`src/rtl/ctrl_pkg.sv`:
```
// Shared RV32I decode constants, ALU operation codes, control bundle and pipe state type.
package ctrl_pkg;

   localparam logic [6:0] OPC_OP     = 7'b0110011;
   localparam logic [6:0] OPC_OP_IMM = 7'b0010011;
   localparam logic [6:0] OPC_LOAD   = 7'b0000011;
   localparam logic [6:0] OPC_STORE  = 7'b0100011;
   localparam logic [6:0] OPC_BRANCH = 7'b1100011;
   localparam logic [6:0] OPC_LUI    = 7'b0110111;
   localparam logic [6:0] OPC_AUIPC  = 7'b0010111;
   localparam logic [6:0] OPC_JAL    = 7'b1101111;
   localparam logic [6:0] OPC_JALR   = 7'b1100111;

   localparam logic [2:0] F3_ADD_SUB = 3'b000;
   localparam logic [2:0] F3_SLL     = 3'b001;
   localparam logic [2:0] F3_SLT     = 3'b010;
   localparam logic [2:0] F3_SLTU    = 3'b011;
   localparam logic [2:0] F3_XOR     = 3'b100;
   localparam logic [2:0] F3_SRL_SRA = 3'b101;
   localparam logic [2:0] F3_OR      = 3'b110;

   localparam logic [2:0] F3_BEQ  = 3'b000;
   localparam logic [2:0] F3_BNE  = 3'b001;
   localparam logic [2:0] F3_BLT  = 3'b100;
   localparam logic [2:0] F3_BGE  = 3'b101;
   localparam logic [2:0] F3_BLTU = 3'b110;
   localparam logic [2:0] F3_BGEU = 3'b111;

   localparam logic [2:0] F3_LB  = 3'b000;
   localparam logic [2:0] F3_LH  = 3'b001;
   localparam logic [2:0] F3_LW  = 3'b010;
   localparam logic [2:0] F3_LBU = 3'b100;
   localparam logic [2:0] F3_LHU = 3'b101;
   localparam logic [2:0] F3_JALR = 3'b000;

   localparam logic [6:0] F7_BASE   = 7'b0000000;
   localparam logic [6:0] F7_ALT    = 7'b0100000;
   localparam logic [6:0] F7_MULDIV = 7'b0000001;

   localparam logic RstEnable  = 1'b1;
   localparam logic ReadEnable = 1'b1;

   typedef enum logic [4:0] {
      ALU_NOP    = 5'd0,
      ALU_ADD    = 5'd1,
      ALU_SUB    = 5'd2,
      ALU_SLL    = 5'd3,
      ALU_SLT    = 5'd4,
      ALU_SLTU   = 5'd5,
      ALU_XOR    = 5'd6,
      ALU_SRL    = 5'd7,
      ALU_SRA    = 5'd8,
      ALU_OR     = 5'd9,
      ALU_AND    = 5'd10,
      ALU_PASSB  = 5'd11,
      ALU_MUL    = 5'd16,
      ALU_MULH   = 5'd17,
      ALU_MULHSU = 5'd18,
      ALU_MULHU  = 5'd19,
      ALU_DIV    = 5'd20,
      ALU_DIVU   = 5'd21,
      ALU_REM    = 5'd22,
      ALU_REMU   = 5'd23
   } alu_op_e;

   typedef enum logic {
      ST_RUN,
      ST_BUBBLE
   } pipe_state_e;

   typedef struct packed {
      logic       branch;
      logic       jump;
      logic       mem_read;
      logic       mem_write;
      logic       mem_to_reg;
      logic       alu_src;
      logic       reg_write;
      logic       reg_read1_e;
      logic       reg_read2_e;
      logic       illegal;
      alu_op_e    alu_op;
      logic [2:0] mem_size;
      logic [4:0] rs1;
      logic [4:0] rs2;
      logic [4:0] rd;
   } ctrl_t;

   // Base-ISA funct3 -> ALU mapping shared by OP and OP-IMM (funct7 qualifiers applied by caller).
   function automatic alu_op_e alu_from_f3(input logic [2:0] f3);
      case (f3)
         F3_ADD_SUB: return ALU_ADD;
         F3_SLL:     return ALU_SLL;
         F3_SLT:     return ALU_SLT;
         F3_SLTU:    return ALU_SLTU;
         F3_XOR:     return ALU_XOR;
         F3_SRL_SRA: return ALU_SRL;
         F3_OR:      return ALU_OR;
         default:    return ALU_AND;
      endcase
   endfunction

endpackage

```
`src/rtl/id_ctrl_pipe_if.sv`:
```
// Decode-stage bus: fetch handshake in, ID/EX control slot out. Slave side is the decode stage.
interface id_ctrl_pipe_if #(
   parameter int unsigned ALUOP_W = 5,
   parameter int unsigned REG_AW  = 5,
   parameter int unsigned CNT_W   = 16
);
   logic               inst_valid_i;
   logic [31:0]        inst_i;
   logic               inst_ready_o;
   logic               flush_i;
   logic               ex_ready_i;
   logic               out_valid_o;
   logic               branch_o;
   logic               jump_o;
   logic               mem_read_o;
   logic               mem_write_o;
   logic               mem_to_reg_o;
   logic               alu_src_o;
   logic               reg_write_o;
   logic               reg_read1_e_o;
   logic               reg_read2_e_o;
   logic [ALUOP_W-1:0] alu_op_o;
   logic [2:0]         mem_size_o;
   logic [REG_AW-1:0]  rs1_o;
   logic [REG_AW-1:0]  rs2_o;
   logic [REG_AW-1:0]  rd_o;
   logic               illegal_o;
   logic [CNT_W-1:0]   bubble_cnt_o;

   modport master (
      output inst_valid_i, inst_i, flush_i, ex_ready_i,
      input  inst_ready_o, out_valid_o, branch_o, jump_o, mem_read_o, mem_write_o,
             mem_to_reg_o, alu_src_o, reg_write_o, reg_read1_e_o, reg_read2_e_o,
             alu_op_o, mem_size_o, rs1_o, rs2_o, rd_o, illegal_o, bubble_cnt_o
   );

   modport slave (
      input  inst_valid_i, inst_i, flush_i, ex_ready_i,
      output inst_ready_o, out_valid_o, branch_o, jump_o, mem_read_o, mem_write_o,
             mem_to_reg_o, alu_src_o, reg_write_o, reg_read1_e_o, reg_read2_e_o,
             alu_op_o, mem_size_o, rs1_o, rs2_o, rd_o, illegal_o, bubble_cnt_o
   );
endinterface

```
`src/rtl/ctrl_decode.sv`:
```
// Combinational RV32I control decoder. Define RV_MULDIV_EN to decode the M-extension
// (OP, funct7=0000001); otherwise those encodings are reported illegal.
module ctrl_decode
   import ctrl_pkg::*;
(
   input  logic [31:0] inst_i,
   output ctrl_t       ctrl_o
);

   logic [6:0] opc;
   logic [6:0] f7;
   logic [2:0] f3;
   logic [4:0] rd;
   logic [4:0] rs1;
   logic [4:0] rs2;
   logic       bad;

   assign opc = inst_i[6:0];
   assign rd  = inst_i[11:7];
   assign f3  = inst_i[14:12];
   assign rs1 = inst_i[19:15];
   assign rs2 = inst_i[24:20];
   assign f7  = inst_i[31:25];

   always_comb begin
      ctrl_o = '0;
      bad    = 1'b0;
      case (opc)
         OPC_OP: begin
            ctrl_o.reg_read1_e = ReadEnable;
            ctrl_o.reg_read2_e = ReadEnable;
            ctrl_o.reg_write   = 1'b1;
            case (f7)
               F7_BASE: ctrl_o.alu_op = alu_from_f3(f3);
               F7_ALT: begin
                  if (f3 == F3_ADD_SUB)      ctrl_o.alu_op = ALU_SUB;
                  else if (f3 == F3_SRL_SRA) ctrl_o.alu_op = ALU_SRA;
                  else                       bad = 1'b1;
               end
`ifdef RV_MULDIV_EN
               F7_MULDIV: ctrl_o.alu_op = alu_op_e'({2'b10, f3});
`endif
               default: bad = 1'b1;
            endcase
         end
         OPC_OP_IMM: begin
            ctrl_o.reg_read1_e = ReadEnable;
            ctrl_o.alu_src     = 1'b1;
            ctrl_o.reg_write   = 1'b1;
            case (f3)
               F3_SLL: begin
                  if (f7 == F7_BASE) ctrl_o.alu_op = ALU_SLL;
                  else               bad = 1'b1;
               end
               F3_SRL_SRA: begin
                  if (f7 == F7_BASE)     ctrl_o.alu_op = ALU_SRL;
                  else if (f7 == F7_ALT) ctrl_o.alu_op = ALU_SRA;
                  else                   bad = 1'b1;
               end
               default: ctrl_o.alu_op = alu_from_f3(f3);
            endcase
         end
         OPC_LOAD: begin
            if (f3 inside {F3_LB, F3_LH, F3_LW, F3_LBU, F3_LHU}) begin
               ctrl_o.reg_read1_e = ReadEnable;
               ctrl_o.mem_read    = 1'b1;
               ctrl_o.mem_to_reg  = 1'b1;
               ctrl_o.alu_src     = 1'b1;
               ctrl_o.reg_write   = 1'b1;
               ctrl_o.alu_op      = ALU_ADD;
               ctrl_o.mem_size    = f3;
            end else begin
               bad = 1'b1;
            end
         end
         OPC_STORE: begin
            if (f3 inside {F3_LB, F3_LH, F3_LW}) begin
               ctrl_o.reg_read1_e = ReadEnable;
               ctrl_o.reg_read2_e = ReadEnable;
               ctrl_o.mem_write   = 1'b1;
               ctrl_o.alu_src     = 1'b1;
               ctrl_o.alu_op      = ALU_ADD;
               ctrl_o.mem_size    = f3;
            end else begin
               bad = 1'b1;
            end
         end
         OPC_BRANCH: begin
            ctrl_o.branch      = 1'b1;
            ctrl_o.reg_read1_e = ReadEnable;
            ctrl_o.reg_read2_e = ReadEnable;
            case (f3)
               F3_BEQ, F3_BNE:   ctrl_o.alu_op = ALU_SUB;
               F3_BLT, F3_BGE:   ctrl_o.alu_op = ALU_SLT;
               F3_BLTU, F3_BGEU: ctrl_o.alu_op = ALU_SLTU;
               default:          bad = 1'b1;
            endcase
         end
         OPC_LUI: begin
            ctrl_o.alu_op    = ALU_PASSB;
            ctrl_o.alu_src   = 1'b1;
            ctrl_o.reg_write = 1'b1;
         end
         OPC_AUIPC: begin
            ctrl_o.alu_op    = ALU_ADD;
            ctrl_o.alu_src   = 1'b1;
            ctrl_o.reg_write = 1'b1;
         end
         OPC_JAL: begin
            ctrl_o.jump      = 1'b1;
            ctrl_o.alu_op    = ALU_ADD;
            ctrl_o.reg_write = 1'b1;
         end
         OPC_JALR: begin
            if (f3 == F3_JALR) begin
               ctrl_o.jump        = 1'b1;
               ctrl_o.reg_read1_e = ReadEnable;
               ctrl_o.alu_src     = 1'b1;
               ctrl_o.alu_op      = ALU_ADD;
               ctrl_o.reg_write   = 1'b1;
            end else begin
               bad = 1'b1;
            end
         end
         default: bad = 1'b1;
      endcase

      // Illegal encodings drop every partially-set control bit.
      if (bad) begin
         ctrl_o         = '0;
         ctrl_o.illegal = 1'b1;
      end else begin
         ctrl_o.rd  = rd;
         ctrl_o.rs1 = ctrl_o.reg_read1_e ? rs1 : '0;
         ctrl_o.rs2 = ctrl_o.reg_read2_e ? rs2 : '0;
         if (rd == '0) ctrl_o.reg_write = 1'b0;
      end
   end

endmodule

```
`src/rtl/id_ctrl_pipe.sv`:
```
// Registered RV32I ID/EX control slot with valid/ready handshake, flush and load-use bubble
// insertion. Honours RV_MULDIV_EN through ctrl_decode.
module id_ctrl_pipe
   import ctrl_pkg::*;
#(
   parameter int unsigned ALUOP_W = 5,
   parameter int unsigned REG_AW  = 5,
   parameter int unsigned CNT_W   = 16
) (
   input  logic           clk_i,
   input  logic           rst_i,
   id_ctrl_pipe_if.slave  bus
);

   ctrl_t       dec;
   pipe_state_e state;
   logic        advance;
   logic        hazard;

   ctrl_decode u_decode (
      .inst_i (bus.inst_i),
      .ctrl_o (dec)
   );

   always_comb begin
      advance = !bus.out_valid_o || bus.ex_ready_i;
      hazard  = (state == ST_RUN) && bus.out_valid_o && bus.mem_read_o &&
                (bus.rd_o != '0) && bus.inst_valid_i &&
                ((dec.reg_read1_e && (REG_AW'(dec.rs1) == bus.rd_o)) ||
                 (dec.reg_read2_e && (REG_AW'(dec.rs2) == bus.rd_o)));
      bus.inst_ready_o = (rst_i != RstEnable) && (bus.flush_i || (advance && !hazard));
   end

   always_ff @(posedge clk_i) begin
      if (rst_i == RstEnable) begin
         state             <= ST_RUN;
         bus.out_valid_o   <= 1'b0;
         bus.branch_o      <= 1'b0;
         bus.jump_o        <= 1'b0;
         bus.mem_read_o    <= 1'b0;
         bus.mem_write_o   <= 1'b0;
         bus.mem_to_reg_o  <= 1'b0;
         bus.alu_src_o     <= 1'b0;
         bus.reg_write_o   <= 1'b0;
         bus.reg_read1_e_o <= 1'b0;
         bus.reg_read2_e_o <= 1'b0;
         bus.alu_op_o      <= '0;
         bus.mem_size_o    <= '0;
         bus.rs1_o         <= '0;
         bus.rs2_o         <= '0;
         bus.rd_o          <= '0;
         bus.illegal_o     <= 1'b0;
         bus.bubble_cnt_o  <= '0;
      end else if (bus.flush_i) begin
         bus.out_valid_o <= 1'b0;
         state           <= ST_RUN;
      end else if (advance) begin
         // A stalled slot (!advance) falls through here and holds every output.
         if (hazard) begin
            bus.out_valid_o <= 1'b0;
            state           <= ST_BUBBLE;
            if (bus.bubble_cnt_o != '1) bus.bubble_cnt_o <= bus.bubble_cnt_o + CNT_W'(1);
         end else if (bus.inst_valid_i) begin
            state             <= ST_RUN;
            bus.out_valid_o   <= 1'b1;
            bus.branch_o      <= dec.branch;
            bus.jump_o        <= dec.jump;
            bus.mem_read_o    <= dec.mem_read;
            bus.mem_write_o   <= dec.mem_write;
            bus.mem_to_reg_o  <= dec.mem_to_reg;
            bus.alu_src_o     <= dec.alu_src;
            bus.reg_write_o   <= dec.reg_write;
            bus.reg_read1_e_o <= dec.reg_read1_e;
            bus.reg_read2_e_o <= dec.reg_read2_e;
            bus.alu_op_o      <= ALUOP_W'(dec.alu_op);
            bus.mem_size_o    <= dec.mem_size;
            bus.rs1_o         <= REG_AW'(dec.rs1);
            bus.rs2_o         <= REG_AW'(dec.rs2);
            bus.rd_o          <= REG_AW'(dec.rd);
            bus.illegal_o     <= dec.illegal;
         end else begin
            state           <= ST_RUN;
            bus.out_valid_o <= 1'b0;
         end
      end
   end

endmodule

```
`src/flat_wrapper.sv`:
```
// flat-port wrapper written by rule: the top's interface ports become plain ports
module id_ctrl_pipe_flat import ctrl_pkg::*;
#(
   parameter int unsigned ALUOP_W = 5,
   parameter int unsigned REG_AW  = 5,
   parameter int unsigned CNT_W   = 16
)
  (clk_i, rst_i, bus_inst_valid_i, bus_inst_i, bus_flush_i, bus_ex_ready_i, bus_inst_ready_o, bus_out_valid_o, bus_branch_o, bus_jump_o, bus_mem_read_o, bus_mem_write_o, bus_mem_to_reg_o, bus_alu_src_o, bus_reg_write_o, bus_reg_read1_e_o, bus_reg_read2_e_o, bus_alu_op_o, bus_mem_size_o, bus_rs1_o, bus_rs2_o, bus_rd_o, bus_illegal_o, bus_bubble_cnt_o);
  id_ctrl_pipe_if #(.ALUOP_W(ALUOP_W), .REG_AW(REG_AW), .CNT_W(CNT_W)) bus_i ();
  input  logic clk_i;
  input  logic rst_i;
  input wire logic [$bits(bus_i.inst_valid_i)-1:0] bus_inst_valid_i;
  input wire logic [$bits(bus_i.inst_i)-1:0] bus_inst_i;
  input wire logic [$bits(bus_i.flush_i)-1:0] bus_flush_i;
  input wire logic [$bits(bus_i.ex_ready_i)-1:0] bus_ex_ready_i;
  output wire logic [$bits(bus_i.inst_ready_o)-1:0] bus_inst_ready_o;
  output wire logic [$bits(bus_i.out_valid_o)-1:0] bus_out_valid_o;
  output wire logic [$bits(bus_i.branch_o)-1:0] bus_branch_o;
  output wire logic [$bits(bus_i.jump_o)-1:0] bus_jump_o;
  output wire logic [$bits(bus_i.mem_read_o)-1:0] bus_mem_read_o;
  output wire logic [$bits(bus_i.mem_write_o)-1:0] bus_mem_write_o;
  output wire logic [$bits(bus_i.mem_to_reg_o)-1:0] bus_mem_to_reg_o;
  output wire logic [$bits(bus_i.alu_src_o)-1:0] bus_alu_src_o;
  output wire logic [$bits(bus_i.reg_write_o)-1:0] bus_reg_write_o;
  output wire logic [$bits(bus_i.reg_read1_e_o)-1:0] bus_reg_read1_e_o;
  output wire logic [$bits(bus_i.reg_read2_e_o)-1:0] bus_reg_read2_e_o;
  output wire logic [$bits(bus_i.alu_op_o)-1:0] bus_alu_op_o;
  output wire logic [$bits(bus_i.mem_size_o)-1:0] bus_mem_size_o;
  output wire logic [$bits(bus_i.rs1_o)-1:0] bus_rs1_o;
  output wire logic [$bits(bus_i.rs2_o)-1:0] bus_rs2_o;
  output wire logic [$bits(bus_i.rd_o)-1:0] bus_rd_o;
  output wire logic [$bits(bus_i.illegal_o)-1:0] bus_illegal_o;
  output wire logic [$bits(bus_i.bubble_cnt_o)-1:0] bus_bubble_cnt_o;
  assign bus_i.inst_valid_i = bus_inst_valid_i;
  assign bus_i.inst_i = bus_inst_i;
  assign bus_i.flush_i = bus_flush_i;
  assign bus_i.ex_ready_i = bus_ex_ready_i;
  assign bus_inst_ready_o = bus_i.inst_ready_o;
  assign bus_out_valid_o = bus_i.out_valid_o;
  assign bus_branch_o = bus_i.branch_o;
  assign bus_jump_o = bus_i.jump_o;
  assign bus_mem_read_o = bus_i.mem_read_o;
  assign bus_mem_write_o = bus_i.mem_write_o;
  assign bus_mem_to_reg_o = bus_i.mem_to_reg_o;
  assign bus_alu_src_o = bus_i.alu_src_o;
  assign bus_reg_write_o = bus_i.reg_write_o;
  assign bus_reg_read1_e_o = bus_i.reg_read1_e_o;
  assign bus_reg_read2_e_o = bus_i.reg_read2_e_o;
  assign bus_alu_op_o = bus_i.alu_op_o;
  assign bus_mem_size_o = bus_i.mem_size_o;
  assign bus_rs1_o = bus_i.rs1_o;
  assign bus_rs2_o = bus_i.rs2_o;
  assign bus_rd_o = bus_i.rd_o;
  assign bus_illegal_o = bus_i.illegal_o;
  assign bus_bubble_cnt_o = bus_i.bubble_cnt_o;
  id_ctrl_pipe #(.ALUOP_W(ALUOP_W), .REG_AW(REG_AW), .CNT_W(CNT_W)) u_core (.clk_i(clk_i), .rst_i(rst_i), .bus(bus_i));
endmodule
```
`config.mk`:
```
export PLATFORM = sky130hd
export DESIGN_NAME = id_ctrl_pipe_flat
export DESIGN_NICKNAME = d
export VERILOG_FILES = /design/src/rtl/ctrl_pkg.sv /design/src/rtl/id_ctrl_pipe_if.sv /design/src/rtl/ctrl_decode.sv /design/src/rtl/id_ctrl_pipe.sv /design/src/flat_wrapper.sv
export SDC_FILE = /design/constraint.sdc
export NUM_CORES = 1
export LEC_CHECK = 0
export ABC_AREA = 1
export ABC_CLOCK_PERIOD_IN_PS = 6100
export BUFFER_PORTS_ARGS = -buffer_cell sky130_fd_sc_hd__buf_2
export CAP_MARGIN = 25
export CORE_MARGIN = 3
export CORE_UTILIZATION = 58
export DETAILED_ROUTE_END_ITERATION = 8
export PLACE_DENSITY = 0.86
export RECOVER_POWER = 25
export SYNTH_ARGS = -nofsm -noshare
export SYNTH_HDL_FRONTEND = slang
export SYNTH_HIERARCHICAL = 1
export SYNTH_SLANG_ARGS = --single-unit
```
`constraint.sdc`:
```
create_clock -name clk_i -period 6.1 [get_ports clk_i]
set_input_delay 1.22 -clock clk_i [delete_from_list [all_inputs] [get_ports clk_i]]
set_output_delay 1.22 -clock clk_i [all_outputs]
set_load 0.02 [all_outputs]
```
==> summary.txt, run 1 <==
Critical path
  – Crit path to: bus_inst_ready_o
  – R2r setup slk: 3.80 ns
  – Worst Setup Start Kind: input port
  – Worst Path Class, Setup: input port to output port
  – Worst-path maximum fanout: 20
  – RR Endpoint: u_core/bus.rd_o[0]
  – CP startpoint: bus_inst_i[4]
  – CP required: 4.88 ns
  – Crit end category: output port
  – Worst Reg-to-Reg Cells: 12
  – Worst r2r src: u_core/bus.rd_o[0]
  – CP Data Arrival Time: 3.79 ns

Timing
  – Hold WS: 0.4642 ns
  – RSZ-0062 raised after global routing: no
  – Final period utilization: 0.8220
  – Least-Margin Pin Slew: 0.7159 ns
  – Endpoints failing hold: 0
  – Max_slew headroom: 0.5222
  – # setup viols final: 0
  – Fmax: 199.4 MHz
  – Final min period: 5.014 ns
  – Max Transition Viols Final: 0
  – Setup tns final: 0 ns
  – Clock Skews: 0.009762 ns
  – Final WS setup: 1.086 ns

Clocking
  – Post-CTS sizing: 0
  – Latest clock arrival within the worst-skew pair: 0.30 ns
  – CTS H-tree lvls: 2
  – CTS max path bufs: 2
  – Num CTS Buffers: 5
  – Clock sink count: 51
  – # hold bufs at CTS: 0
  – Post-CTS setup buffer count: 0
  – CTS tree: yes
  – Root buffer cell: clkbuf_8
  – Clock-pin transition on the worst setup and hold timing paths: 0.09 ns

Yosys
  – Mapped Avg Cell Area: 6.075 µm²
  – Asr flop ratio synth: 0
  – Syn nets: 612
  – Commonest register cell after synthesis: dfxtp_1
  – Cell Area, Synth: 3487 µm²
  – Number of synthesized flops with an enable pin: 0
  – Synth Register Bits: 51
  – Seq/Total Area, Yosys: 0.2928
  – Synth warn: 6
  – Cells after Synth: 574
  – Synth unique cells: 33

Worst hold path
  – HP Class: flop to flop
  – Worst min-delay path startpoint: u_core/bus.reg_write_o

Placed design
  – Detail Placement HPWL: 7.139 mm
  – Placed Cells: 710
  – Count of input and output buffers: 87
  – Setup Slack @ Placement: 1.210 ns
  – Placed cell area: 3870 µm²
  – Gpl congestion: 0.9664

Pwr
  – Power Density: 158.9 nW/µm²
  – Clk pwr share: 0.309
  – Logic pwr share: 0.145
  – Pwr Total: 623.2 µW
  – Sequential share of power: 0.547
  – Sw frac: 0.2908
  – Internal power component: 441.9 µW
  – Static leakage: 1.792 nW
  – VDD IR-drop max: 103.2 µV
  – Switching Power: 181.3 µW

Die
  – Die height: 83.54 µm
  – Die area: 6979 µm²
  – Top-Level Pins: 88
  – Core area: 5675 µm²
  – Row count: 27
  – Initial cell density of the core: 0.6144
  – Die extent in x: 83.54 µm

Drt
  – Number of DRC markers in iteration 0: 377
  – Drt drc: 0
  – DR WL/cell: 13.28 µm
  – Initial DRT Pass Iterations: 5
  – Via density: 5.530
  – WL final: 9.524 mm
  – Number of antenna-violating nets in the routed design: 0
  – DR vias: 3965

Layout
  – Post-layout util: 0.6909
  – Total area of sequential cells: 1021 µm²
  – Final instance area: 3921 µm²
  – Multi-input logic area: 2001 µm²
  – Diodes inserted: 0
  – Fillers: 552
  – Final std cells w/o fill: 717
  – Nets: 683
  – Area grow syn2layout: 12.45%
  – Layout cells sized above 1: 0.2155

Flow run
  – Max-cap check violation count: 0

GRT
  – Largest net degree at the start of global routing: 40
  – Vias in the first global route: 3513
  – First-pass GRT wire length: 15.90 mm
  – Initial antenna violation count: 0
  – All-Layer GR Usage: 0.2659
  – Grt ovf: 0

Run status
  – Outcome: complete, no violations
-- synthesized netlist by cell type (4+ instances only) --
library cell / instances / area (µm²)
inv_1: 71 / 266.5
nor2_2: 22 / 137.6
clkbuf_1: 8 / 30.03
buf_4: 4 / 30.03
inv_2: 11 / 41.29
o21ai_0: 15 / 75.07
nor3_1: 11 / 55.05
dfxtp_1: 51 / 1021
nand2_2: 14 / 87.58
nand4_1: 39 / 244.0
nand2_1: 140 / 525.5
nand3_1: 25 / 125.1
nand3_2: 5 / 50.05
a21oi_2: 10 / 87.58
buf_2: 8 / 40.04
a21oi_1: 24 / 120.1
nor2_1: 96 / 360.4
-- worst max-delay path, cell delays in order --
cell	delay, ns
buf_2	0.14
inv_2	0.11
nand3_2	0.11
nor2_1	0.23
inv_1	0.06
nand2_1	0.07
nor2_1	0.05
nor2_2	0.14
nand2_2	0.35
nor2_2	0.30
inv_1	0.07
nand2_1	0.06
nand2_1	0.05
nor2_1	0.13
nand3_2	0.11
nand2_4	0.14
a21oi_1	0.10
nor2_1	0.10
nor2_1	0.05
buf_2	0.19
-- placed cells by master, fill, tap and decap left out, drive strengths merged --
cell,instances
nand2,155
nor2,120
inv,82
buf,64
dfxtp,51
nand4,40
a21oi,34
clkbuf,30
nand3,30
o21ai,15
nor3,12
o2111ai,2
clkinv,2
nand3b,1
o21bai,1
xor2,1
or2,1
ha,1
a31oi,1
o22ai,1
conb,1
-- cells by family (layout without fill, tap and decap cells) --
logic type      Yosys count  in the layout  share of synthesized area
fa+ha+maj                 1              1                   0.003588
buf+inv                 107            178                     0.1335
compound gates           54             54                    0.09186
other cells               1              1                   0.001075
flops                    51             51                     0.2928
simple gates            359            359                     0.4747
xor+xnor                  1              1                   0.002512
-- state kept, by name (all words and copies together), names as in the netlist, 3 cells and up --
register / flops
u_core/bus.alu_op_o: 5
u_core/bus.mem_size_o: 3
u_core/bus.rd_o: 5
u_core/bus.rs2_o: 5
u_core/bus.bubble_cnt_o: 16
u_core/bus.rs1_o: 5
-- how the worst min path moves through the flow --
stage,slack (ns),endpoint,cells past startpoint
after floorplan,0.48,u_core/state,2
after global placement,0.45,u_core/bus.alu_op_o[0],2
after detailed placement,0.45,u_core/bus.reg_write_o,2
after CTS,0.46,u_core/bus.reg_write_o,2
after global routing,0.48,u_core/bus.rs1_o[0],2
final,0.46,u_core/bus.reg_write_o,2
-- area by class of cell --
class	count	area share
Clock inverter	2	0.003510
Multi-Input combinational cell	416	0.5102
Tap cell	72	0.02297
Inverter	82	0.07849
Sequential cell	51	0.2604
Timing Repair Buffer	89	0.1069
Clock buffer	5	0.01755
-- power by group through the flow --
stage          Clock (mW)  Sequential, mW  Combinational (mW)
4_1_cts             0.197           0.340              0.0887
2_1_floorplan           0           0.352              0.0580
3_3_place_gp            0           0.348              0.0870
5_1_grt             0.209           0.341              0.0992
6_report            0.192           0.341              0.0901
3_5_place_dp            0           0.348              0.0883
-- metal layers --
layer	vias up	track usage	wire length (µm)
li1	1952	-	-
met1	1771	0.3549	3948
met2	219	0.4497	4447
met3	23	0.03455	953
met4	0	0.07602	175
met5	-	0	0
No activity file was read; power rests on OpenSTA's default activity.
==> run 2, diff against run 1 <==
Settings changed: ABC_CLOCK_PERIOD_IN_PS 6100 to 5200, CORE_UTILIZATION 58 to 54, PLACE_DENSITY 0.86 to 0.81.
Clock period 6.1 ns to 5.2 ns, I/O delays scaled along.
==> summary.txt, run 2 (synthesized netlist as in run 1, its figures left out) <==
Clocking
  – Root buffer cell: clkbuf_8
  – CTS max path bufs: 2
  – Post-CTS setup buffer count: 0
  – Clock sink count: 51
  – Latest clock arrival within the worst-skew pair: 0.30 ns
  – CTS H-tree lvls: 2
  – Num CTS Buffers: 5
  – Post-CTS sizing: 0
  – # hold bufs at CTS: 0
  – Clock-pin transition on the worst setup and hold timing paths: 0.09 ns
  – CTS tree: yes

Layout
  – Layout cells sized above 1: 0.2179
  – Area grow syn2layout: 13.89%
  – Most frequent cells in the layout: 140 x nand2_1, 96 x nor2_1, 71 x inv_1, 62 x buf_2, 51 x dfxtp_1
  – Reg with most FFs: u_core/bus.bubble_cnt_o
  – Max FFs per register: 16
  – Nets: 684
  – Most common cell after layout, fill and taps aside: nand2_1
  – Diodes inserted: 0

Die
  – Initial cell density of the core: 0.5720
  – Die extent in x: 86.36 µm
  – Die area: 7458 µm²
  – Top-Level Pins: 88
  – Row count: 28
  – Die height: 86.36 µm
  – Core area: 6096 µm²

Drt
  – Drt drc: 0
  – WL final: 9.255 mm
  – DR vias: 3838
  – Initial DRT Pass Iterations: 5
  – Number of antenna-violating nets in the routed design: 0
  – DR WL/cell: 12.82 µm
  – Via density: 5.316
  – Number of DRC markers in iteration 0: 302

Worst hold path
  – Hold depth: 2
  – Hold Path End: u_core/bus.mem_size_o[0]
  – Worst min-delay path startpoint: u_core/bus.mem_size_o[0]
  – HP Class: flop to flop

GRT
  – Initial antenna violation count: 0
  – Largest net degree at the start of global routing: 40
  – All-Layer GR Usage: 0.2460
  – Vias in the first global route: 3402
  – First-pass GRT wire length: 15.21 mm
  – Grt ovf: 0

Critical path
  – Cells along the critical path: buf_2 -> inv_2 -> nand3_2 -> nor2_1 -> inv_1 -> nand2_1 -> nor2_1 -> nor2_2 -> nand2_2 -> nor2_2 -> inv_1 -> nand2_1 -> nand2_1 -> nor2_1 -> nand3_2 -> nand2_4 -> a21oi_1 -> nor2_1 -> nor2_1 -> buf_2
  – Worst r2r src: u_core/bus.bubble_cnt_o[1]
  – Crit end category: output port
  – Critical path's top delay family: simple AND/OR/NAND/NOR gates
  – Worst Setup Start Kind: input port
  – Worst-path maximum fanout: 20
  – Worst Reg-to-Reg Cells: 10
  – CP Data Arrival Time: 3.58 ns
  – Critical Path Max Stage Delay: 0.35 ns
  – R2r setup slk: 3.30 ns
  – Worst path slowest cell: nand2_2
  – RR Endpoint: u_core/bus.bubble_cnt_o[1]
  – Buf+Inv Stages, Crit Path: 5
  – Worst path most repeated cell: nor2_1
  – Worst Path Class, Setup: input port to output port
  – CP required: 4.16 ns

Pwr
  – Power Density: 200.9 nW/µm²
  – Static leakage: 1.814 nW
  – Pwr Total: 797.9 µW
  – VDD IR-drop max: 142.6 µV

Flow run
  – Max-cap check violation count: 0

Timing
  – Final min period: 4.622 ns
  – Least-Margin Pin Slew: 0.7130 ns
  – Max_slew headroom: 0.5241
  – Endpoints failing hold: 0
  – RSZ-0062 raised after global routing: no
  – Max Transition Viols Final: 0
  – # setup viols final: 0
  – Final period utilization: 0.8888
  – Fmax: 216.4 MHz
  – Setup tns final: 0 ns
  – Clock Skews: 0.007839 ns

Placed design
  – Gpl congestion: 0.9711
  – Count of input and output buffers: 87
  – Detail Placement HPWL: 7.031 mm

Run status
  – Outcome: complete, no violations
==> run 2: cell types whose count changed in the layout (fill, tap and decap cells not counted) <==
cell       before  now
inv_6           0    1
clkbuf_8        5    6
buf_4           2    3
clkinv_4        1    0
clkinv_2        1    0
bufinv_16       0    1
==> run 2: worst max path at each step <==
stage | to | cells after the start | start | slack [ns]
6_report | bus_inst_ready_o | 20 | bus_inst_i[4] | 0.58
5_1_grt | bus_inst_ready_o | 20 | bus_inst_i[13] | 0.33
3_3_place_gp | bus_inst_ready_o | 20 | bus_inst_i[4] | 0.67
3_5_place_dp | bus_inst_ready_o | 20 | bus_inst_i[4] | 0.63
2_1_floorplan | bus_inst_ready_o | 19 | bus_inst_i[14] | 1.24
4_1_cts | bus_inst_ready_o | 20 | bus_inst_i[4] | 0.62
==> run 2: metal layers <==
metal,track usage,wire (µm)
met5,0,0
met2,0.4138,4249
met1,0.3291,4179
met3,0.03422,688
met4,0.06799,138
==> run 2: metrics by stage <==
stage,worst slack (ns),cells,area (µm²),hold WS (ns),util
finish,0.5783,722,3971,0.4663,0.6515
global route,0.3338,722,3971,0.4906,0.6515
CTS,0.6237,722,4003,0.4674,0.6566
detailed placement,0.6299,714,3881,0.4545,0.6367
global placement,0.6736,714,3881,0.4475,0.6367
floorplan,1.239,574,3487,0.4755,-
==> run 2: layout make-up <==
cell class                 instances  area (µm²)
multi-input combinational        416        2001
fill                             608        2125
tap                               75       93.84
timing repair buffer              90       426.7
inverter                          82       307.8
sequential                        51        1021
clock buffer                       6       82.58
clock inverter                     2       38.79
==> run 2: report_power, final <==
group	internal, mW	total, mW	leakage [nW]	switching, mW
combinational	0.0312	0.104	1.34	0.0731
sequential	0.395	0.399	0.412	0.00461
clock	0.158	0.294	0.0618	0.136
==> run 2: worst min-delay path: stages (launching register included) <==
cell and delay [ns]:
dfxtp_1 0.32, nand2_1 0.06, a21oi_1 0.05
==> run 3, diff against run 2 <==
Settings changed: ABC_CLOCK_PERIOD_IN_PS 5200 to 3800, CORE_UTILIZATION 54 to 49, PLACE_DENSITY 0.81 to 0.77.
Clock period 5.2 ns to 3.8 ns, I/O delays scaled along.
==> summary.txt, run 3 (synthesized netlist as in run 1, its figures left out) <==
Critical path
  – CP startpoint: bus_inst_i[13]
  – R2r setup slk: 1.65 ns
  – Worst Reg-to-Reg Cells: 10
  – Worst Path Class, Setup: input port to output port
  – Worst Setup Start Kind: input port
  – Worst r2r src: u_core/bus.out_valid_o
  – Worst-path maximum fanout: 8
  – Crit end category: output port
  – CP required: 3.04 ns
  – CP Data Arrival Time: 2.91 ns

Die
  – Die area: 8165 µm²
  – Row count: 30
  – Die height: 90.36 µm
  – Die extent in x: 90.36 µm
  – Top-Level Pins: 88
  – Core area: 6832 µm²
  – Initial cell density of the core: 0.5104

GRT
  – Initial antenna violation count: 0
  – Largest net degree at the start of global routing: 31
  – Grt ovf: 0
  – First-pass GRT wire length: 15.71 mm
  – All-Layer GR Usage: 0.2248
  – Vias in the first global route: 3529

Drt
  – Via density: 5.308
  – Drt drc: 0
  – DR WL/cell: 13.25 µm
  – DR vias: 4061
  – WL final: 10.14 mm
  – Number of antenna-violating nets in the routed design: 0
  – Initial DRT Pass Iterations: 5
  – Number of DRC markers in iteration 0: 300

Clocking
  – CTS tree: yes
  – Num CTS Buffers: 5
  – Root buffer cell: clkbuf_8
  – Latest clock arrival within the worst-skew pair: 0.31 ns
  – CTS H-tree lvls: 2
  – Clock sink count: 51
  – Clock-pin transition on the worst setup and hold timing paths: 0.09 ns
  – CTS max path bufs: 2

Placed design
  – Gpl congestion: 0.9207
  – Detail Placement HPWL: 7.143 mm
  – Setup Slack @ Placement: 0.04251 ns
  – Count of input and output buffers: 87
  – Placed cell area: 3988 µm²

Layout
  – Reg with most FFs: u_core/bus.bubble_cnt_o
  – Most frequent cells in the layout: 132 x nand2_1, 84 x nor2_1, 68 x inv_1, 58 x buf_2, 51 x dfxtp_1
  – Area grow syn2layout: 25.58%
  – Final instance area: 4379 µm²
  – Max FFs per register: 16
  – Layout cells sized above 1: 0.2900
  – Nets: 706
  – Post-layout util: 0.6410
  – Most common cell after layout, fill and taps aside: nand2_1
  – Diodes inserted: 0

Pwr
  – Power Density: 253.8 nW/µm²
  – VDD IR-drop max: 168.0 µV
  – Static leakage: 1.947 nW
  – Pwr Total: 1.112 mW

Timing
  – Max Transition Viols Final: 0
  – Final WS setup: 0.1253 ns
  – Setup tns final: 0 ns
  – Least-Margin Pin Slew: 0.8139 ns
  – Final period utilization: 0.9670
  – Clock Skews: 0.01235 ns
  – Fmax: 272.1 MHz
  – Final min period: 3.675 ns
  – Endpoints failing hold: 0
  – Max_slew headroom: 0.4568
  – # setup viols final: 0

Run status
  – Outcome: complete, no violations

Worst hold path
  – HP Class: flop to flop
  – Worst min-delay path startpoint: u_core/bus.mem_size_o[0]
  – Hold depth: 2

Flow run
  – Max-cap check violation count: 0
-- run 3: cell types whose count changed in the layout (fill, tap and decap cells not counted), sizes merged --
cell and change:
buf +20, nand2 +1, clkinvlp +1
-- run 3: timing repair --
action | CTS | global route
resized for setup | 0 | 58
hold buffers | 0 | 0
buffers inserted | 0 | 12
endpoints found under the setup margin | 0 | 1
-- run 3: power breakdown --
group	switching, mW	leakage (nW)	internal, mW
clock network	0.196	0.0548	0.199
registers	0.00664	0.412	0.540
logic	0.115	1.48	0.0555
total	0.317	1.95	0.794
-- run 3: through the flow --
stage / hold slack [ns] / std cells
global placement: 0.4482 / 744
global route: 0.4891 / 765
floorplan: 0.4755 / 574
finish: 0.4679 / 765
CTS: 0.4667 / 752
detailed placement: 0.4526 / 744
-- run 3: worst max-delay path, stage by stage --
cell     delay (ns)
buf_2          0.17
nor2_4         0.15
nand2_1        0.11
nand3_1        0.08
nand2_1        0.05
nand2_1        0.06
nand2_1        0.10
nor2_4         0.21
nand2_8        0.13
nor2_4         0.15
inv_1          0.05
nand2_1        0.05
nand2_1        0.05
nor2_1         0.13
nand3_1        0.13
nand2_4        0.11
a21oi_4        0.06
nor2_2         0.12
nor2_1         0.05
buf_4          0.18
-- run 3: path summary, 6_finish.rpt --
| kind | endpoint |
|---|---|
| worst min-delay path | u_core/bus.mem_size_o[0] |
| worst min register to register | u_core/bus.mem_size_o[0] |
| worst max register to register | u_core/bus.bubble_cnt_o[13] |
| worst max-delay path | bus_inst_ready_o |
-- run 3: final cells by class --
cell class | instances | area (µm²)
fillers | 661 | 2452
clock inverters | 3 | 46.29
well taps | 96 | 120.1
inverters | 82 | 307.8
repair buffers | 111 | 614.3
clock buffers | 5 | 68.82
flip-flops and latches | 51 | 1021
multi-input cells | 417 | 2201
-- run 3: metal layers --
layer | track usage | wire (µm) | vias to the layer above
li1 | - | - | 1999
met1 | 0.2980 | 4267 | 1838
met2 | 0.3727 | 4931 | 202
met3 | 0.03583 | 732 | 22
met4 | 0.07526 | 207 | 0
met5 | 0 | 0 | -
